==> src/rtl/tohost_responder.sv <==
// End-of-test TOHOST responder: latches the first riscv-tests result word,
// reports done/pass/fail_code, and runs a cycle watchdog while the test is live.
module tohost_responder #(
   parameter logic [31:0] TOHOST_ADDR    = 32'h8000_1000,
   parameter int unsigned TIMEOUT_CYCLES = 10000
) (
   input  logic        clk,
   input  logic        rst_n,
   input  logic        req_valid,
   output logic        req_ready,
   input  logic        req_we,
   input  logic [31:0] req_addr,
   input  logic [31:0] req_wdata,
   input  logic [3:0]  req_be,
   output logic        rsp_valid,
   input  logic        rsp_ready,
   output logic [31:0] rsp_rdata,
   output logic        rsp_err,
   output logic        done,
   output logic        pass,
   output logic [30:0] fail_code,
   output logic        timeout,
   output logic [31:0] cycle_cnt
);

   typedef enum logic [1:0] {
      ST_RUN,
      ST_PASS,
      ST_FAIL,
      ST_TIMEOUT
   } state_t;

   localparam logic [31:0] CNT_LAST = 32'(TIMEOUT_CYCLES - 1);
   localparam logic [31:0] CNT_MAX  = 32'hFFFF_FFFF;

   state_t      state_q;
   state_t      state_d;
   logic [31:0] tohost_q;
   logic [31:0] read_data;
   logic        accept;
   logic        hit;
   logic        sel_cycle;
   logic        tohost_wr;
   logic        result_wr;
   logic        tohost_load;
   logic        cnt_en;
   logic        unused_addr_lsb;

   // Byte offset within a word does not affect decode.
   assign unused_addr_lsb = ^req_addr[1:0];

   assign req_ready = !rsp_valid || rsp_ready;
   assign accept    = req_valid && req_ready;
   assign hit       = (req_addr[31:3] == TOHOST_ADDR[31:3]);
   assign sel_cycle = req_addr[2];
   assign tohost_wr = accept && req_we && hit && !sel_cycle && (req_be == 4'hF);
   assign result_wr = tohost_wr && req_wdata[0];

   // NOTE: every signal driven here gets a default first, so no latch can be inferred.
   always_comb begin
      state_d     = state_q;
      tohost_load = 1'b0;
      if (state_q == ST_RUN) begin
         tohost_load = tohost_wr;
         // A result write beats the watchdog in the same cycle.
         if (result_wr) begin
            state_d = (req_wdata == 32'h1) ? ST_PASS : ST_FAIL;
         end else if (cycle_cnt == CNT_LAST) begin
            state_d = ST_TIMEOUT;
         end
      end
   end

   // The counter stops on the edge that leaves RUN, so it reads the cycle of the result.
   assign cnt_en = (state_q == ST_RUN) && (state_d == ST_RUN) && (cycle_cnt != CNT_MAX);

   always_comb begin
      read_data = 32'h0;
      if (hit && !req_we) begin
         read_data = sel_cycle ? cycle_cnt : tohost_q;
      end
   end

   // NOTE: sequential state uses non-blocking assignments only; reset is sampled on the clock edge.
   always_ff @(posedge clk) begin
      if (!rst_n) begin
         state_q <= ST_RUN;
      end else begin
         state_q <= state_d;
      end
   end

   always_ff @(posedge clk) begin
      if (!rst_n) begin
         tohost_q  <= 32'h0;
         cycle_cnt <= 32'h0;
         done      <= 1'b0;
         pass      <= 1'b0;
         fail_code <= 31'h0;
         timeout   <= 1'b0;
      end else begin
         if (tohost_load) begin
            tohost_q <= req_wdata;
         end
         if (cnt_en) begin
            cycle_cnt <= cycle_cnt + 32'd1;
         end
         if (state_q == ST_RUN) begin
            done    <= (state_d != ST_RUN);
            pass    <= (state_d == ST_PASS);
            timeout <= (state_d == ST_TIMEOUT);
            if (state_d == ST_FAIL) begin
               fail_code <= req_wdata[31:1];
            end
         end
      end
   end

   // Response register only loads on accept, which keeps it stable while stalled.
   always_ff @(posedge clk) begin
      if (!rst_n) begin
         rsp_valid <= 1'b0;
         rsp_rdata <= 32'h0;
         rsp_err   <= 1'b0;
      end else if (accept) begin
         rsp_valid <= 1'b1;
         rsp_rdata <= read_data;
         rsp_err   <= !hit;
      end else if (rsp_ready) begin
         rsp_valid <= 1'b0;
      end
   end

endmodule

==> config.mk <==
export PLATFORM = sky130hd
export DESIGN_NAME = tohost_responder
export DESIGN_NICKNAME = d
export VERILOG_FILES = /design/src/rtl/tohost_responder.sv
export SDC_FILE = /design/constraint.sdc
export NUM_CORES = 1
export LEC_CHECK = 0
export BUFFER_PORTS_ARGS = -buffer_cell sky130_fd_sc_hd__clkbuf_2
export CELL_PAD_IN_SITES_DETAIL_PLACEMENT = 1
export CELL_PAD_IN_SITES_GLOBAL_PLACEMENT = 2
export CORE_AREA = 8 8 175 128
export CTS_BUF_LIST = sky130_fd_sc_hd__clkbuf_16
export DETAILED_ROUTE_END_ITERATION = 10
export DIE_AREA = 0 0 183 136
export GPL_TIMING_DRIVEN = 0
export PLACE_DENSITY = 0.88
export SYNTH_ARGS = -nofsm -noshare
export SYNTH_HDL_FRONTEND = slang
export SYNTH_SLANG_ARGS = --single-unit
export TNS_END_PERCENT = 5
==> constraint.sdc <==
create_clock -name clk -period 2.92 [get_ports clk]
set_input_delay 0.146 -clock clk [delete_from_list [all_inputs] [get_ports clk]]
set_output_delay 0.146 -clock clk [all_outputs]
set_load 0.05 [all_outputs]
==> qor.csv, run 1 <==
metric,value,unit
finalMaxSlewViolations,0,
die_h,136,um
syn_inst,661,
layout_common_cells,"clkbuf_2 (170), dfxtp_1 (134), nand2_1 (97)",
grt_overflow,0,
core_area,19900,um2
port_buffers,170,
gp_congestion,0.764,
syn-num-nets,735,
cp_max_fo,10,
fin_crit_sh,0.937,
ys_seq_elements,134,
ant_nets,0,
numCtsBuffers,17,
hold_class,primary input to flip-flop,
worstMarginPinSlew,754,ps
worst_skew_pair.late_latency,430,ps
cap_violations,0,
finalSetupViolCount,0,
htreeDepth,4,
worst-endpoint-arrival,3030,ps
p_leak,3.00,nW
fp.dieArea,24900,um2
layout_commonest_cell,clkbuf_2,
die_x,183,um
grt_pass1_vias,5959,
clockBufferDepth,2,
syn_area,5780,um2
synth_cell_types,38,
start_kind,flip-flop,
slew_headroom,0.497,
path_class,flip-flop to flip-flop,
synth_warnings,0,
wirelength,21700,um
grt_max_degree,17,
syn_area_per_cell,8.74,um2
drt_iter0_drc,300,
ys_seq_area_frac,0.464,
ios,174,
wl_per_cell,18.8,um
drc,0,
dr.pass1.iters,5,
instances_no_fill,1157,
antenna_cells,0,
timing.fmax,0.366,GHz
yosys_most_used_dff,dfxtp_1,
clock_sinks,134,
track_usage,0.176,
fin_nets,942,
period_needed,2730,ps
area.growth.synth_to_final,34.3,%
clk_pin_slew_worst_paths,70,ps
viasPerCell,4.94,
rsz0062_at_grt,false,
synthArstFlopShare,0,
final.setup.tns,0,ps
ir_worst_vdd,358,uV
synth_edf_count,0,
dp_hpwl,16800,um
core.rowCount,44,
grt_pass1_wl,34200,um
dp_cells,1107,
fin_util,0.389,
antenna_found_initial,0,
cellPowerDensity,548,nW/um2
critPathRequiredTime,3220,ps
cts_tree,built,
hold_viol,0,
root_buffer,clkbuf_16,
drive_gt1_frac,0.253,
vias,5719,
initial_core_util,0.290,
fin_skew,7.66,ps
crit_path_end_kind,flip-flop,
status,completed,
layout make-up:
type / count / area, um2
fillers: 2420 / 12200
multi-input cells: 479 / 2890
flip-flops and latches: 134 / 2680
repair buffers: 188 / 1030
clock buffers: 17 / 425
well taps: 276 / 345
plain buffers: 40 / 191
clock inverters: 15 / 169
inverters: 8 / 30.0
layer usage:
layer  routed length (um)  global-route usage  part of all wire  vias to the layer above
met5                    0                   0                 0                        -
met4                  247              0.0491             0.011                        0
met3                 1360              0.0513             0.063                       18
met2                 9550               0.271              0.44                      130
met1                10500               0.238              0.49                     2783
li1                     -                   -                 -                     2788
repair_timing:
item	CTS	global route
setup buffers	0	0
hold buffers	18	0
endpoints found under the setup margin	0	31
endpoints found under the hold margin	20	0
resized for setup	0	2
registers in the layout, indices dropped and copies added (netlist names):
register   count
cycle_cnt     32
rsp_rdata     32
tohost_q      32
fail_code     31
state_q        2
done           1
pass           1
rsp_err        1
rsp_valid      1
timeout        1
final timing paths:
path	endpoint	startpoint	depth (start not counted)	slack, ps
worst min-delay path	fail_code[8]	req_wdata[9]	3	7
worst min register to register	tohost_q[25]	tohost_q[25]	2	450
worst max register to register	cycle_cnt[1]	cycle_cnt[0]	9	190
worst max-delay path	cycle_cnt[1]	cycle_cnt[0]	9	190
cell usage after synthesis, types with 8 or more instances:
cell type / count / area (um2)
a21oi_1: 63 / 315
a2bb2oi_1: 32 / 280
clkbuf_1: 28 / 105
dfxtp_1: 134 / 2680
inv_1: 8 / 30.0
mux2i_1: 67 / 671
nand2_1: 97 / 364
nand3_1: 14 / 70.1
nand4_1: 15 / 93.8
nor2_1: 75 / 282
nor3_1: 8 / 40.0
nor4_1: 25 / 156
o21ai_0: 17 / 85.1
o31ai_1: 9 / 67.6
or3_1: 16 / 100
or4_1: 9 / 67.6
critical path: stages (launching register included):
cell	delay (ps)
dfxtp_1	490
ha_1	250
nand4_1	210
nor3_1	410
nand3_1	400
nand3_4	270
buf_6	160
buf_6	150
mux2i_1	200
nor2_1	50
cell families after synthesis:
logic type | after synthesis | synth area share
compound gates | 127 | 0.138
xor+xnor | 1 | 0.00152
fa+ha+maj | 1 | 0.00217
buf+inv | 48 | 0.0383
flops | 134 | 0.464
mux | 67 | 0.116
simple gates | 283 | 0.239
stage by stage:
stage | hold WS [ps] | cell area, um2 | worst slack [ps] | power (W)
2_1_floorplan | 275 | 5780 | 204 | 0.00198
3_3_place_gp | 414 | 6970 | 202 | 0.00208
3_5_place_dp | 419 | 6970 | 237 | 0.00209
4_1_cts | 0.322 | 7750 | 224 | 0.00429
5_1_grt | 4.18 | 7760 | 2.48 | 0.00439
6_report | 6.98 | 7760 | 185 | 0.00425
report_power, final:
group          internal (W)  switching (W)
sequential          0.00183     0.00000914
clock               0.00128       0.000906
combinational     0.0000833       0.000139
(Power assumes the default switching activity.)
==> inputs of run 2 (changes only) <==
- PLACE_DENSITY: 0.88 -> unset
- PLACE_DENSITY_LB_ADDON: unset -> 0.1
==> qor.csv, run 2 (synthesized netlist as in run 1, its figures left out) <==
metric,value,unit,change
status,completed,,
viasPerCell,5.01,,+1.4%
drive_gt1_frac,0.252,,-0.00112
rr_worst_depth,9,,unchanged
dr.pass1.iters,4,,-1
holdCritStartpoint,req_wdata[7],,
drt_iter0_drc,315,,+5.0%
r2r-end,cycle_cnt[1],,
place_area,6970,um2,unchanged
grt_pass1_vias,6316,,+6.0%
cap_violations,0,,unchanged
layout_common_cells,"clkbuf_2 (170), dfxtp_1 (134), nand2_1 (97)",,
p_leak,2.97,nW,-1.2%
hold_viol,0,,unchanged
fp.dieArea,24900,um2,unchanged
intPower,0.00315,W,-1.3%
fin_nets,934,,-0.85%
cp_max_fo,10,,unchanged
gp_congestion,0.792,,+3.7%
ff_latch_area,2680,um2,unchanged
wirelength,23400,um,+7.8%
critPathRequiredTime,3210,ps,about the same
use_met2,0.302,,+0.0314
worstMarginPinSlew,778,ps,+23.8 ps
p_comb_frac,0.051,,about the same
stdcell_area,7650,um2,-1.4%
die_h,136,um,unchanged
clockBufferDepth,2,,unchanged
die_x,183,um,unchanged
hold_path_end,tohost_q[7],,
cts_tree,built,,
pwr-share-seq,0.444,,+0.010
antenna_cells,0,,unchanged
busiest_layer,met2,,
period_needed,2730,ps,-4.39 ps
path_class,flip-flop to flip-flop,,
netSwitchingFraction,0.241,,-0.00710
holdPathStages,3,,unchanged
ios,174,,unchanged
clk_pin_slew_worst_paths,60,ps,about the same
ir_worst_vdd,325,uV,-9.3%
fin_crit_sh,0.935,,-0.00150
worst-endpoint-arrival,3020,ps,about the same
finalSetupViolCount,0,,unchanged
rsz0062_at_grt,false,,
r2r_start,cycle_cnt[0],,
port_buffers,170,,unchanged
start_kind,flip-flop,,
grt_pass1_wl,36400,um,+6.6%
total_power,0.00416,W,-2.2%
vias,5761,,+0.73%
hold_ws,8.27,ps,+1.30 ps
wl_per_cell,20.4,um,+8.5%
core.rowCount,44,,unchanged
fill_cells,2417,,-0.12%
finalMaxSlewViolations,0,,unchanged
grtUsageMet1,0.251,,+0.0131
track_usage,0.190,,+0.0134
clock_sinks,134,,unchanged
crit_path_end_kind,flip-flop,,
worst_skew_pair.late_latency,420,ps,about the same
setup_slack,190,ps,+4.39 ps
multi_input_area,2890,um2,unchanged
cellPowerDensity,543,nW/um2,-0.83%
rrSetupSlack,190,ps,about the same
root_buffer,clkbuf_16,,
reg.largest.list,"cycle_cnt x32, rsp_rdata x32, tohost_q x32",,
ant_nets,0,,unchanged
drc,0,,unchanged
grt_max_degree,17,,unchanged
cp-startpoint,cycle_cnt[0],,
grt_overflow,0,,unchanged
fin_skew,10.9,ps,+3.20 ps
slew_headroom,0.481,,-0.0159
numCtsBuffers,17,,unchanged
antenna_found_initial,0,,unchanged
initial_core_util,0.290,,unchanged
core_area,19900,um2,unchanged
p_switching,0.00100,W,-5.0%
dp_hpwl,18200,um,+7.9%
clkPwrFrac,0.505,,-0.009
area.growth.synth_to_final,32.5,%,
htreeDepth,4,,unchanged
pre_cts_slack,-59.0,ps,-296 ps
layout_commonest_cell,clkbuf_2,,
hold_class,primary input to flip-flop,,
timing.fmax,0.366,GHz,+0.16%
use_met3,0.0470,,-0.00427
==> run 2: cell count changes in the layout (fill, tap and decap cells not counted), sizes merged <==
| cell | before | now |
|---|---|---|
| clkinv | 4 | 10 |
| clkinvlp | 2 | 1 |
| dlygate4sd3 | 18 | 10 |
| inv | 15 | 10 |
==> run 2: power by group through the flow <==
stage               clock (W)  combinational, W  sequential, W
finish                0.00210          0.000213        0.00184
global route          0.00222          0.000232        0.00184
CTS                   0.00213          0.000215        0.00184
detailed placement          0          0.000203        0.00188
global placement            0          0.000199        0.00188
floorplan                   0         0.0000768        0.00190
==> run 2: metal layers <==
metal | vias to the layer above | wire (um)
met5 | - | 0
met4 | 0 | 381
met3 | 29 | 1070
met2 | 134 | 10700
met1 | 2815 | 11300
li1 | 2783 | -
==> run 2: what timing repair did <==
action,4_1_cts,5_1_grt
setup buffers,0,0
hold endpoints to repair,10,0
gates resized for setup,1,1
endpoints found under the setup margin,9,1
hold buffers,10,0
==> run 2: final cells by class <==
type	instances	area share
Multi-Input combinational cell	479	0.377
Sequential cell	134	0.351
Timing Repair Buffer	180	0.124
Clock buffer	17	0.0556
Tap cell	276	0.0451
Buffer	40	0.0250
Clock inverter	15	0.0185
Inverter	8	0.00392
==> run 2: worst max path at each step <==
stage,endpoint,slack [ps],cells past startpoint
after global routing,cycle_cnt[1],30,9
after CTS,cycle_cnt[31],160,5
final,cycle_cnt[1],190,9
after detailed placement,fail_code[1],-60,8
after floorplan,fail_code[0],200,7
after global placement,fail_code[2],-3,8
==> run 2: per-stage QoR <==
stage	utilization	std cells	setup TNS, ps
2_1_floorplan	-	661	0
3_3_place_gp	0.350	1107	-2.54
3_5_place_dp	0.350	1107	-230
4_1_cts	0.384	1149	0
5_1_grt	0.384	1149	0
6_report	0.384	1149	0
==> run 2: critical path: stages (launching register included) <==
cell and delay (ps):
dfxtp_1 510, ha_1 250, nand4_1 250, nor3_1 350, nand3_1 350, nand3_4 270, buf_6 170, buf_6 170
mux2i_1 210, nor2_1 50
==> inputs of run 3 (changes only) <==
- HOLD_SLACK_MARGIN: unset -> 0.05
==> qor.csv, run 3 (synthesized netlist as in run 1, its figures left out) <==
metric,value,unit,change
period_needed,2720,ps,-8.52 ps
viasPerCell,4.98,,-0.77%
dr.pass1.iters,6,,+2
worst_skew_pair.late_latency,420,ps,about the same
cellPowerDensity,530,nW/um2,-2.4%
rrSetupSlack,200,ps,about the same
vias,5831,,+1.2%
clockBufferDepth,2,,unchanged
netSwitchingFraction,0.240,,-0.000554
status,completed,,
p_switching,0.00100,W,+0.32%
worst-endpoint-arrival,3010,ps,about the same
worst_path_max_delay_cell,dfxtp_1,,
grt_overflow,0,,unchanged
fin_skew,10.6,ps,-0.217 ps
finalMaxSlewViolations,0,,unchanged
crit_top_cell,buf_6,,
slew_headroom,0.491,,+0.00948
clkPwrFrac,0.502,,-0.003
drive_gt1_frac,0.246,,-0.00647
intPower,0.00317,W,+0.63%
worstMarginPinSlew,764,ps,-14.2 ps
wirelength,23600,um,+0.99%
layout_common_cells,"clkbuf_2 (170), dfxtp_1 (134), nand2_1 (97)",,
critPathRequiredTime,3210,ps,about the same
initial_core_util,0.290,,unchanged
p_comb_frac,0.057,,+0.006
crit_end,cycle_cnt[1],,
core.rowCount,44,,unchanged
postCtsSetupBuffers,0,,unchanged
pwr-share-seq,0.441,,-0.003
drt_iter0_drc,268,,-15%
area.growth.synth_to_final,36.5,%,
rr_worst_depth,9,,unchanged
root_buffer,clkbuf_16,,
ir_worst_vdd,326,uV,+0.21%
ios,174,,unchanged
track_usage,0.192,,+0.00256
cts_tree,built,,
fin_nets,957,,+2.5%
instances_no_fill,1172,,+2.0%
p_leak,3.07,nW,+3.2%
cp-startpoint,cycle_cnt[0],,
dp_cells,1107,,unchanged
timing.fmax,0.367,GHz,+0.31%
rsz0062_at_grt,false,,
layout_commonest_cell,clkbuf_2,,
dp_hpwl,18200,um,unchanged
r2r_start,cycle_cnt[0],,
clk_pin_slew_worst_paths,60,ps,about the same
core_area,19900,um2,unchanged
fin_crit_sh,0.932,,-0.00292
grt_pass1_vias,6436,,+1.9%
ant_nets,0,,unchanged
antenna_found_initial,0,,unchanged
drc,0,,unchanged
die_h,136,um,unchanged
port_buffers,170,,unchanged
slowest_delay,520,ps,about the same
finalSetupViolCount,0,,unchanged
wl_per_cell,20.2,um,-0.99%
die_x,183,um,unchanged
grt_max_degree,17,,unchanged
r2r-end,cycle_cnt[1],,
hold_viol,0,,unchanged
grt_pass1_wl,37000,um,+1.5%
numCtsBuffers,17,,unchanged
fp.dieArea,24900,um2,unchanged
crit_path_end_kind,flip-flop,,
total_power,0.00418,W,+0.55%
final.setup.tns,0,ps,unchanged
hold_class,primary input to flip-flop,,
htreeDepth,4,,unchanged
path_class,flip-flop to flip-flop,,
start_kind,flip-flop,,
gp_congestion,0.792,,unchanged
worstPathCellList,"ha_1, nand4_1, nor3_1, nand3_1, nand3_4, buf_6, buf_6, mux2i_1, nor2_1",,
clock_sinks,134,,unchanged
cap_violations,0,,unchanged
reg.largest.list,"cycle_cnt x32, rsp_rdata x32, tohost_q x32",,
antenna_cells,0,,unchanged
cp_max_fo,10,,unchanged
-- run 3: power by group through the flow --
stage	clock network (W)	registers (W)	logic, W
after global routing	0.00222	0.00184	0.000258
after CTS	0.00213	0.00184	0.000239
after floorplan	0	0.00190	0.0000768
after detailed placement	0	0.00188	0.000203
final	0.00210	0.00184	0.000237
after global placement	0	0.00188	0.000199
-- run 3: worst min-delay path by stage --
stage	start	end	slack [ps]	depth (start not counted)
floorplan	req_valid	rsp_valid	280	2
finish	rsp_ready	rsp_valid	120	3
detailed placement	req_wdata[20]	tohost_q[20]	430	3
CTS	rsp_ready	rsp_valid	110	3
global route	rsp_ready	rsp_valid	160	3
global placement	req_valid	rsp_valid	410	3
-- run 3: per-stage QoR --
step | hold WS (ps) | cell area (um2) | worst slack [ps] | utilization
6_report | 116 | 7880 | 198 | 0.396
5_1_grt | 155 | 7880 | 33.4 | 0.396
4_1_cts | 112 | 7880 | 158 | 0.395
3_5_place_dp | 425 | 6970 | -59.0 | 0.350
3_3_place_gp | 411 | 6970 | -2.54 | 0.350
2_1_floorplan | 275 | 5780 | 204 | -
-- run 3: area by class of cell --
type	count	area (um2)
inverters	8	30.0
fillers	2409	12000
multi-input cells	479	2890
flip-flops and latches	134	2680
clock buffers	17	425
well taps	276	345
clock inverters	15	141
plain buffers	40	191
repair buffers	203	1180
-- run 3: metal layers --
layer | wire length [um] | up-vias | global-route usage
met1 | 11100 | 2836 | 0.253
met5 | 0 | - | 0
met3 | 1180 | 29 | 0.0459
met4 | 369 | 0 | 0.0568
li1 | - | 2828 | -
met2 | 11000 | 138 | 0.310
-- run 3: what timing repair did --
action                                  CTS  global route
gates resized for setup                   1             1
endpoints found under the setup margin    9             1
pin swaps                                 0             0
hold buffers                             33             0
endpoints found under the hold margin    59             0
-- run 3: critical path: cells and delay by family, from the launching register on --
family,cells,cell delay (ps)
simple gates,5,1260
flops,1,520
buf+inv,2,330
fa+ha+maj,1,250
mux,1,210
